[config.mk]
export PLATFORM = sky130hd
export DESIGN_NAME = dmaw_wdata_gen
export DESIGN_NICKNAME = d
export VERILOG_FILES = /design/src/rtl/dmaw_wdata_gen.sv
export SDC_FILE = /design/constraint.sdc
export NUM_CORES = 1
export LEC_CHECK = 0
export ABC_AREA = 1
export BUFFER_PORTS_ARGS = -buffer_cell sky130_fd_sc_hd__buf_4
export CORE_AREA = 2 2 117 119
export CTS_CLUSTER_DIAMETER = 150
export DETAILED_ROUTE_END_ITERATION = 7
export DIE_AREA = 0 0 119 121
export MAX_ROUTING_LAYER = met4
export SYNTH_ARGS = -nofsm -noshare
export SYNTH_HDL_FRONTEND = slang
export SYNTH_SLANG_ARGS = --single-unit
[constraint.sdc]
create_clock -name clk -period 2.7 [get_ports clk]
set_input_delay 0.27 -clock clk [delete_from_list [all_inputs] [get_ports clk]]
set_output_delay 0.27 -clock clk [all_outputs]
set_load 0.005 [all_outputs]
[src/rtl/dmaw_wdata_gen.sv]
// dmaw_wdata_gen: streams awlen+1 write beats per accepted AW burst and tracks B responses.
module dmaw_wdata_gen #(
  parameter int AXI_DW     = 128,
  parameter int AXI_LW     = 8,
  parameter int AXI_IW     = 8,
  parameter int AXI_BRESPW = 2,
  parameter int AMI_OD     = 4,
  parameter int CMD_D      = 4,
  parameter int AXI_WSTRBW = AXI_DW / 8
) (
  input  logic                  clk,
  input  logic                  reset,
  input  logic                  cmd_valid,
  output logic                  cmd_ready,
  input  logic [AXI_LW-1:0]     cmd_len,
  input  logic                  s_valid,
  output logic                  s_ready,
  input  logic [AXI_DW-1:0]     s_data,
  output logic [AXI_DW-1:0]     wdata,
  output logic [AXI_WSTRBW-1:0] wstrb,
  output logic                  wlast,
  output logic                  wvalid,
  input  logic                  wready,
  input  logic [AXI_IW-1:0]     bid,
  input  logic [AXI_BRESPW-1:0] bresp,
  input  logic                  bvalid,
  output logic                  bready,
  input  logic                  err_clr,
  output logic                  err,
  output logic                  idle
);
  localparam int AW = $clog2(CMD_D);
  localparam int CW = $clog2(CMD_D + 1);
  localparam int OW = $clog2(AMI_OD + 1);
  localparam logic [CW-1:0] DEPTH = CW'(CMD_D);
  localparam logic [OW-1:0] OD = OW'(AMI_OD);

  typedef enum logic {IDLE, DATA} state_t;
  state_t state, state_nxt;

  logic [AXI_LW-1:0] mem [CMD_D];
  logic [AW-1:0]     wr_ptr, rd_ptr;
  logic [CW-1:0]     cnt;
  logic [OW-1:0]     ost_cnt;
  logic [AXI_LW-1:0] beat_cnt;
  logic              push, pop, empty, full, w_hs, b_hs, last;
  logic              unused_ok;

  assign unused_ok = ^{bid, bresp};
  assign empty     = cnt == '0;
  assign full      = cnt == DEPTH;
  assign cmd_ready = !full && ost_cnt < OD;
  assign push      = cmd_valid & cmd_ready;
  assign bready    = ost_cnt != '0;
  assign b_hs      = bvalid & bready;
  assign wvalid    = (state == DATA) & s_valid;
  assign s_ready   = (state == DATA) & wready;
  assign wdata     = s_data;
  assign wstrb     = '1;
  assign wlast     = (state == DATA) && beat_cnt == '0;
  assign w_hs      = wvalid & wready;
  assign last      = w_hs & wlast;
  assign idle      = state == IDLE && empty && ost_cnt == '0;

  // The next command is popped on the last beat so bursts run back to back.
  always_comb begin
    pop       = !empty && (state == IDLE || last);
    state_nxt = (state == IDLE || last) ? (empty ? IDLE : DATA) : state;
  end

  always_ff @(posedge clk)
    if (push) mem[wr_ptr] <= cmd_len;

  always_ff @(posedge clk or posedge reset)
    if (reset) begin
      state    <= IDLE;
      wr_ptr   <= '0;
      rd_ptr   <= '0;
      cnt      <= '0;
      ost_cnt  <= '0;
      beat_cnt <= '0;
      err      <= 1'b0;
    end else begin
      state    <= state_nxt;
      wr_ptr   <= wr_ptr + AW'(push);
      rd_ptr   <= rd_ptr + AW'(pop);
      cnt      <= cnt + CW'(push) - CW'(pop);
      ost_cnt  <= ost_cnt + OW'(push) - OW'(b_hs);
      beat_cnt <= pop ? mem[rd_ptr] : w_hs ? beat_cnt - AXI_LW'(1) : beat_cnt;
      err      <= (b_hs & bresp[1]) | (err & ~err_clr);
    end
endmodule

After elaboration in Yosys (flattened, before gate mapping)
Memories as Yosys holds them, arrays and structs flattened.
Index checks and enable logic that the tools add are counted.
W data, S select, Z words.
Word-level totals
  register bits after elaboration: 20
  RAM bits: 32
  input port bits: 153
  output and inout bits: 151
  memories: 1
Operators by class
  $add $sub $neg: 7
  $lt $le $gt $ge: 1
  equality and inequality tests: 1
  mux-type cells: 5
  bitwise operators: 11
  reduce and logical (&&, ||, !) cells: 13
Memory list
  mem: words 4, width 8, rd ports 1, clocked after memory_dff 0, write ports 1, line 41  | logic [AXI_LW-1:0] mem [CMD_D];
Operators by type and width (count)
  $mux W8: 2
  $and A1 B1 Y1: 8
  $logic_not A8 Y1: 1
  $sub A8 B1 Y8 const B: 1
  $add A3 B1 Y3: 2
  $logic_not A3 Y1: 2
  $sub A3 B1 Y3: 2
  $logic_and A1 B1 Y1: 5
  $add A2 B1 Y2: 2
  $eq A3 B3 Y1 const B: 1
  $lt A3 B3 Y1 const B: 1
  $mux W1: 3
  $reduce_bool A3 Y1: 1
  $logic_not A1 Y1: 2
  $not A1 Y1: 2
  $reduce_bool A2 Y1: 1
  $logic_or A1 B1 Y1: 1
  $or A1 B1 Y1: 1

Longest topological paths before layout
Gate-level depths: netlist of run 1.
  depth after elaboration: 6
  mapped depth: 14
  mapped depth without buffers: 14

Worst setup path before layout of run 1
OpenSTA, ideal clock, no wires.
  kind: reg2reg
  start point: register beat_cnt[0]
  end point: register cnt[2]
  arrival time: 2.090 ns
  setup slack: 0.488 ns
  cell stages (with the launch flop): 15
  period minus slack after synthesis: 2.212 ns
  path through: dfrtp_1 -> inv_1 -> ha_1 -> nand3_1 -> nor2_1 -> nand2_2 -> nand2_2 -> nand2_4 -> inv_1 -> ha_1 -> inv_1 -> ha_1 -> inv_1 -> fa_1 -> xnor2_1
On the way
  cells in the longest elaborated chain, start to end: 6
RTL lines
  start, declared: line 45  | logic [AXI_LW-1:0] beat_cnt;
  start signal, assigned: line 89  | beat_cnt <= pop ? mem[rd_ptr] : w_hs ? beat_cnt - AXI_LW'(1) : beat_cnt;
  $logic_not A8 Y1: line 60  | assign wlast = (state == DATA) && beat_cnt == '0;
  $logic_and A1 B1 Y1: line 60
  $and A1 B1 Y1: line 62  | assign last = w_hs & wlast;
  $logic_or A1 B1 Y1: line 67  | pop = !empty && (state == IDLE || last);
  $logic_and A1 B1 Y1: line 67
  $sub A3 B1 Y3: line 87  | cnt <= cnt + CW'(push) - CW'(pop);
  end signal, assigned: line 87
  end, declared: line 43  | logic [CW-1:0] cnt;
Every way passes these cells.
A chain may end at the register's enable or synchronous reset.

Worst setup path in the final report of run 1
  start point: register state
  end point: register cnt[2]
On the way
  cells in the longest elaborated chain, start to end: 6
  elaborated cells between the ends (all ways): 8
  classes of those cells: add/sub (1); bitwise (4); reduce/logical (3)
RTL lines
  start, declared: line 39  | state_t state, state_nxt;
  start signal, assigned: line 84  | state <= state_nxt;
  $and A1 B1 Y1: line 56  | assign wvalid = (state == DATA) & s_valid;
  $and A1 B1 Y1: line 61  | assign w_hs = wvalid & wready;
  $and A1 B1 Y1: line 62
  $logic_or A1 B1 Y1 (*): line 67
  $logic_and A1 B1 Y1 (*): line 67
  $sub A3 B1 Y3 (*): line 87
Every way passes the cells marked *; elsewhere a longest branch is shown, timed or not.

==> flow_summary_export.csv, run 1 <==
group,metric,value,unit
drt,drtPass1Iterations,4,
clock_tree,clock-sinks,52,
clock_tree,clkSlewWorstSetupHoldPaths,0.06,ns
timing,setup_violations,0,
timing,finalCritPeriodShare,89.5,%
die,die_area,14400,µm²
clock_tree,cts_tree,"yes",
power,power_density,817,nW/µm²
placed_design,dp_hpwl,10100,µm
setup_path,worstRegToRegCells,14,
clock_tree,hold_buffers,0,
finish,area_growth,-13.6,%
global_route,first_global_vias,1866,
die,pin_count,304,
synthesis,yosysUniqueCellTypes,26,
clock_tree,clkLatencyLatePin,0.29,ns
synthesis,synthCells,383,
synthesis,syn_area_per_cell,9.14,µm²
drt,drtIter0Drc,31,
timing,worstMarginPinSlew,0.776,ns
outcome,status,"finished, final reports clean",
timing,hold_ws,0.131,ns
drt,vias_per_cell,4.13,
drt,via_count,1902,
setup_path,path_max_fanout,13,
setup_path,ff2ff_setup_slack,0.28,ns
clock_tree,clockBufferDepth,2,
die,die_y,121,µm
die,core_area,13100,µm²
setup_path,timing.rr.end,"cnt[2]",
clock_tree,htree_levels,2,
synthesis,ys_ff_latch,52,
clock_tree,root_buffer,"clkbuf_16",
finish,n_antenna_cell,0,
setup_path,cp-start-kind,"flop",
timing,rsz0062_at_grt,"no",
setup_path,critPathRequiredTime,2.87,ns
placed_design,placed_cells,453,
setup_path,worstPathArrival,2.59,ns
timing,drv_slew,0,
synthesis,syn-cell-area,3500,µm²
timing,max_freq,414,MHz
die,num_rows,42,
synthesis,ys_warn_count,0,
finish,fin_cells,461,
setup_path,cp-end-kind,"flop",
finish,multiInputGateArea,877,µm²
global_route,grt_pass1_wl,15100,µm
timing,finClkSkew,0.00655,ns
power,p_leak,1.29,nW
global_route,grt_max_degree,21,
clock_tree,cts_resized,0,
drt,wl_per_cell,24.9,µm
global_route,grt_usage,15.8,%
finish,fin_util,23.1,%
drt,ant_nets,0,
timing,hold_violations,0,
timing,post-route-min-period,2.42,ns
finish,final_layout_size_suffix_gt1_share,15.1,%
timing,fin_setup_tns,0,ns
placed_design,gp_congestion,0.851,
hold_path,hold_class,"in -> async",
clock_tree,cts_inserted_buffers,5,
global_route,antenna_found_initial,0,
placed_design,port_buffers,22,
finish,regArea,1460,µm²
die,initial_core_util,26.8,%
synthesis,synth_seq_area_share,41.7,%
clock_tree,post_cts_buffers,0,
power,total_power,0.00247,W
power,vdd_drop_max,556,µV
setup_path,r2r-start,"state",
drt,route.detailed.drc,0,
setup_path,path_class,"reg -> reg",
run,maxCapViolations,0,
global_route,grt-ovfl-total,0,
timing,max_slew_margin,48.2,%
die,die_w,119,µm
finish,nNetsFinal,447,
finish,n_fill_cell,1413,
drt,wl,11500,µm
## placed cells by master (no fill, tap or decap)
| cell | Yosys | final |
|---|---|---|
| ha_1 | 8 | 8 |
| conb_1 | 1 | 16 |
| nand3_1 | 14 | 14 |
| nand2_1 | 34 | 34 |
| o21a_1 | 1 | 1 |
| xor2_1 | 4 | 4 |
| a21oi_1 | 2 | 2 |
| clkinv_4 | 0 | 1 |
| dfrtp_1 | 20 | 20 |
| fa_1 | 2 | 2 |
| inv_1 | 27 | 26 |
| inv_2 | 1 | 2 |
| o21ai_0 | 22 | 22 |
| nand3b_1 | 3 | 3 |
| xnor2_1 | 4 | 4 |
| nor2_1 | 42 | 42 |
| nand2_2 | 2 | 2 |
| inv_6 | 0 | 1 |
| edfxtp_1 | 32 | 32 |
| nor3_1 | 7 | 7 |
| clkbuf_16 | 0 | 5 |
| clkinv_2 | 1 | 2 |
| o22ai_1 | 4 | 4 |
| nand2_4 | 2 | 2 |
| buf_4 | 144 | 28 |
| nand4_1 | 1 | 1 |
## cell usage after synthesis (all sizes together)
library cell,n,area share (%)
buf,147,31
nor2,42,4.5
nand2,38,4.6
edfxtp,32,27
inv,28,3.0
o21ai,22,3.1
dfrtp,20,14
nand3,14,2.0
ha,8,2.9
nor3,7,1.0
o22ai,4,0.71
xnor2,4,1.0
xor2,4,1.0
nand3b,3,0.64
a21oi,2,0.29
clkbuf,2,0.21
fa,2,1.1
clkinv,1,0.14
conb,1,0.11
nand4,1,0.18
o21a,1,0.21
## per-layer routing
metal / GRT usage (%) / vias to the layer above / wire length [µm]
met4: 1.64 / 0 / 49
met1: 8.75 / 821 / 2190
li1: - / 859 / -
met2: 23.0 / 217 / 5110
met5: - / - / 0
met3: 26.4 / 5 / 4130
## registers in the layout, indices dropped and copies added, names as in the netlist
signal / cells
err: 1
beat_cnt: 8
ost_cnt: 3
cnt: 3
state: 1
rd_ptr: 2
wr_ptr: 2
mem: 32
## layout make-up
type | instances | area share [%]
clock inverters | 3 | 0.744
multi-input cells | 168 | 29.0
clock buffers | 5 | 4.13
inverters | 29 | 3.64
well taps | 176 | 7.28
flip-flops and latches | 52 | 48.3
repair buffers | 28 | 6.95
## where the power goes
part	switching [W]	total, W	internal (W)
Clock	0.000270	0.000617	0.000346
Sequential	0.000133	0.00118	0.00105
Combinational	0.000386	0.000676	0.000290
Total	0.000790	0.00247	0.00168
## logic make-up after synthesis
kind of cell / Yosys count / share of synthesized area [%]
xor gates and xnor gates: 8 / 2.00
AOI/OAI and AO/OA: 29 / 4.36
other: 1 / 0.107
adders and majority gates: 10 / 4.00
DFF: 52 / 41.7
buffers and inverters: 178 / 34.8
and+or+nand+nor: 105 / 13.0
## worst max-delay path: stages, from the launching register on
cell	delay, ns
dfrtp_1	0.46
nand2_1	0.10
inv_2	0.05
nand2_4	0.11
clkinv_2	0.11
nand2_2	0.08
nand2_2	0.12
nand2_4	0.17
inv_2	0.08
ha_1	0.27
inv_1	0.06
ha_1	0.12
inv_1	0.05
fa_1	0.37
xnor2_1	0.14
## how the worst max path moves through the flow
stage / endpoint / depth (start not counted) / from
detailed placement: cnt[2] / 14 / state
global route: cnt[2] / 14 / beat_cnt[0]
global placement: cnt[1] / 14 / state
finish: cnt[2] / 14 / state
CTS: cnt[2] / 14 / state
floorplan: cnt[2] / 14 / beat_cnt[0]
## through the flow
step / worst slack (ns) / area [µm²]
3_5_place_dp: 0.223 / 2880
2_1_floorplan: 0.488 / 3560
3_3_place_gp: 0.244 / 2880
6_report: 0.282 / 3030
4_1_cts: 0.207 / 3030
5_1_grt: 0.0717 / 3030
No activity file was read; power rests on OpenSTA's default activity.
==> inputs of run 2 (changes only) <==
--- a/config.mk
+++ b/config.mk
@@ -7,10 +7,11 @@
 export LEC_CHECK = 0
 export ABC_AREA = 1
 export BUFFER_PORTS_ARGS = -buffer_cell sky130_fd_sc_hd__buf_4
-export CORE_AREA = 2 2 117 119
+export CORE_AREA = 2 2 119 121
+export CTS_BUF_LIST = sky130_fd_sc_hd__clkbuf_2
 export CTS_CLUSTER_DIAMETER = 150
 export DETAILED_ROUTE_END_ITERATION = 7
-export DIE_AREA = 0 0 119 121
+export DIE_AREA = 0 0 121 123
 export MAX_ROUTING_LAYER = met4
 export SYNTH_ARGS = -nofsm -noshare
 export SYNTH_HDL_FRONTEND = slang
==> run 2 against run 1 <==
Combinational power down 2%; clock power shrank 33%; final area is 0.45% higher; first-iteration DRC count rose to 3.0 times the previous value; cell count is 2.6% higher; die area up 3.4%; power down 8.4%; worst hold slack got worse by 0.082 ns; highest routed layer unchanged.
==> flow_summary_export.csv, run 2 (synthesis results as in run 1) <==
group,metric,value,unit
outcome,status,"finished, final reports clean",
die,num_rows,43,
setup_path,critPathRequiredTime,3.08,ns
drt,via_count,1935,
finish,largest_reg_flops,32,
setup_path,cp-end-kind,"flop",
drt,ant_nets,0,
setup_path,r2r-start,"state",
power,total_power,0.00226,W
setup_path,worstPathArrival,2.83,ns
timing,finClkSkew,0.0209,ns
finish,largest_register,"mem",
clock_tree,root_buffer,"clkbuf_2",
timing,setup_violations,0,
clock_tree,clkSlewWorstSetupHoldPaths,0.27,ns
setup_path,path_class,"reg -> reg",
run,maxCapViolations,0,
placed_design,postPlaceCellArea,2870,µm²
timing,max_slew_margin,48.4,%
timing,max_freq,407,MHz
finish,final_layout_size_suffix_gt1_share,14.0,%
global_route,grt-ovfl-total,0,
clock_tree,clkLatencyLatePin,0.44,ns
placed_design,dp_hpwl,9410,µm
drt,vias_per_cell,4.09,
finish,n_fill_cell,1493,
global_route,grt_usage,14.2,%
power,power_density,744,nW/µm²
power,vdd_drop_max,436,µV
timing,hold_violations,0,
global_route,first_global_vias,1831,
die,pin_count,304,
clock_tree,cts_inserted_buffers,5,
clock_tree,clockBufferDepth,2,
die,core_area,13600,µm²
die,die_area,14900,µm²
clock_tree,cts_tree,"yes",
die,die_w,121,µm
timing,rsz0062_at_grt,"no",
setup_path,path_max_fanout,13,
power,p_leak,1.29,nW
finish,mostFrequentLayoutCells,"42 x nor2_1, 34 x nand2_1, 32 x edfxtp_1",
placed_design,gp_congestion,0.750,
finish,multiInputGateArea,877,µm²
global_route,antenna_found_initial,0,
timing,fin_setup_tns,0,ns
setup_path,endpoint,"cnt[2]",
drt,wl,10900,µm
finish,reg.largest.list,"mem (32), beat_cnt (8)",
die,initial_core_util,25.7,%
finish,nNetsFinal,455,
setup_path,ff2ff_setup_slack,0.24,ns
global_route,grt_pass1_wl,14000,µm
setup_path,timing.rr.end,"cnt[2]",
clock_tree,clock-sinks,52,
finish,fin_area,3040,µm²
drt,drtPass1Iterations,4,
clock_tree,post_cts_buffers,0,
finish,regArea,1460,µm²
drt,wl_per_cell,23.0,µm
setup_path,worstRegToRegCells,14,
drt,drtIter0Drc,94,
hold_path,hold_class,"in -> reg",
global_route,grt_max_degree,21,
timing,worstMarginPinSlew,0.774,ns
finish,n_antenna_cell,0,
die,die_y,123,µm
finish,area_growth,-13.2,%
timing,finalCritPeriodShare,91.0,%
placed_design,port_buffers,22,
setup_path,cp-start-kind,"flop",
timing,post-route-min-period,2.46,ns
timing,drv_slew,0,
finish,mostFrequentLayoutCell,"nor2_1",
setup_path,crit_start,"state",
drt,route.detailed.drc,0,
clock_tree,htree_levels,2,
-- run 2: cell types whose count changed in the layout (fill, tap and decap cells not counted), moves of 2 or more --
cell,change
clkbuf_2,+5
buf_4,-2
dlygate4sd3_1,+10
clkbuf_16,-5
-- run 2: worst min-delay path by stage --
stage / startpoint / end / slack [ns] / cells after the start
2_1_floorplan: reset / beat_cnt[0] / 0.23 / 1
3_3_place_gp: reset / ost_cnt[1] / 0.45 / 2
3_5_place_dp: reset / ost_cnt[2] / 0.46 / 2
4_1_cts: cmd_len[0] / mem[2][0] / 0.003 / 1
5_1_grt: bresp[1] / err / 0.06 / 3
6_report: bresp[1] / err / 0.05 / 3
-- run 2: report_power, final --
group	switching, W	total, W	internal, W
clock network	0.000255	0.000414	0.000159
registers	0.000146	0.00119	0.00104
logic	0.000372	0.000661	0.000289
-- run 2: final cells by class --
| type | instances | share of cell area, % |
|---|---|---|
| Timing Repair Buffer | 36 | 9.71 |
| Clock buffer | 5 | 0.823 |
| Inverter | 29 | 3.62 |
| Clock inverter | 3 | 1.52 |
| Sequential cell | 52 | 48.1 |
| Multi-Input combinational cell | 168 | 28.8 |
| Tap cell | 180 | 7.41 |
-- run 2: per-stage QoR --
step,hold WS (ns),worst slack [ns],utilization [%],std cells
after floorplan,0.234,0.488,-,398
after global placement,0.450,0.232,21.1,455
after detailed placement,0.463,0.217,21.1,455
after CTS,0.00304,0.176,22.1,470
after global routing,0.0564,0.0158,22.3,473
final,0.0491,0.244,22.3,473
-- run 2: what timing repair did --
action / CTS / global route
endpoints found under the setup margin: 0 / 2
hold endpoints to repair: 40 / 12
resized for setup: 0 / 1
hold buffers: 7 / 3
-- run 2: worst max-delay path: stages (launching register included) --
cell      delay (ns)
dfrtp_1         0.52
nand2_1         0.11
inv_2           0.05
nand2_4         0.12
clkinv_2        0.12
nand2_2         0.08
nand2_2         0.11
nand2_4         0.17
inv_2           0.09
ha_1            0.27
inv_1           0.05
ha_1            0.13
inv_1           0.05
fa_1            0.37
xnor2_1         0.13
-- run 2: layer usage --
layer / up-vias / global-route usage (%) / share of wire [%]
met2: 202 / 21.6 / 46
li1: 876 / - / -
met1: 840 / 8.24 / 21
met5: - / - / 0
met3: 17 / 20.6 / 32
met4: 0 / 3.56 / 1.7
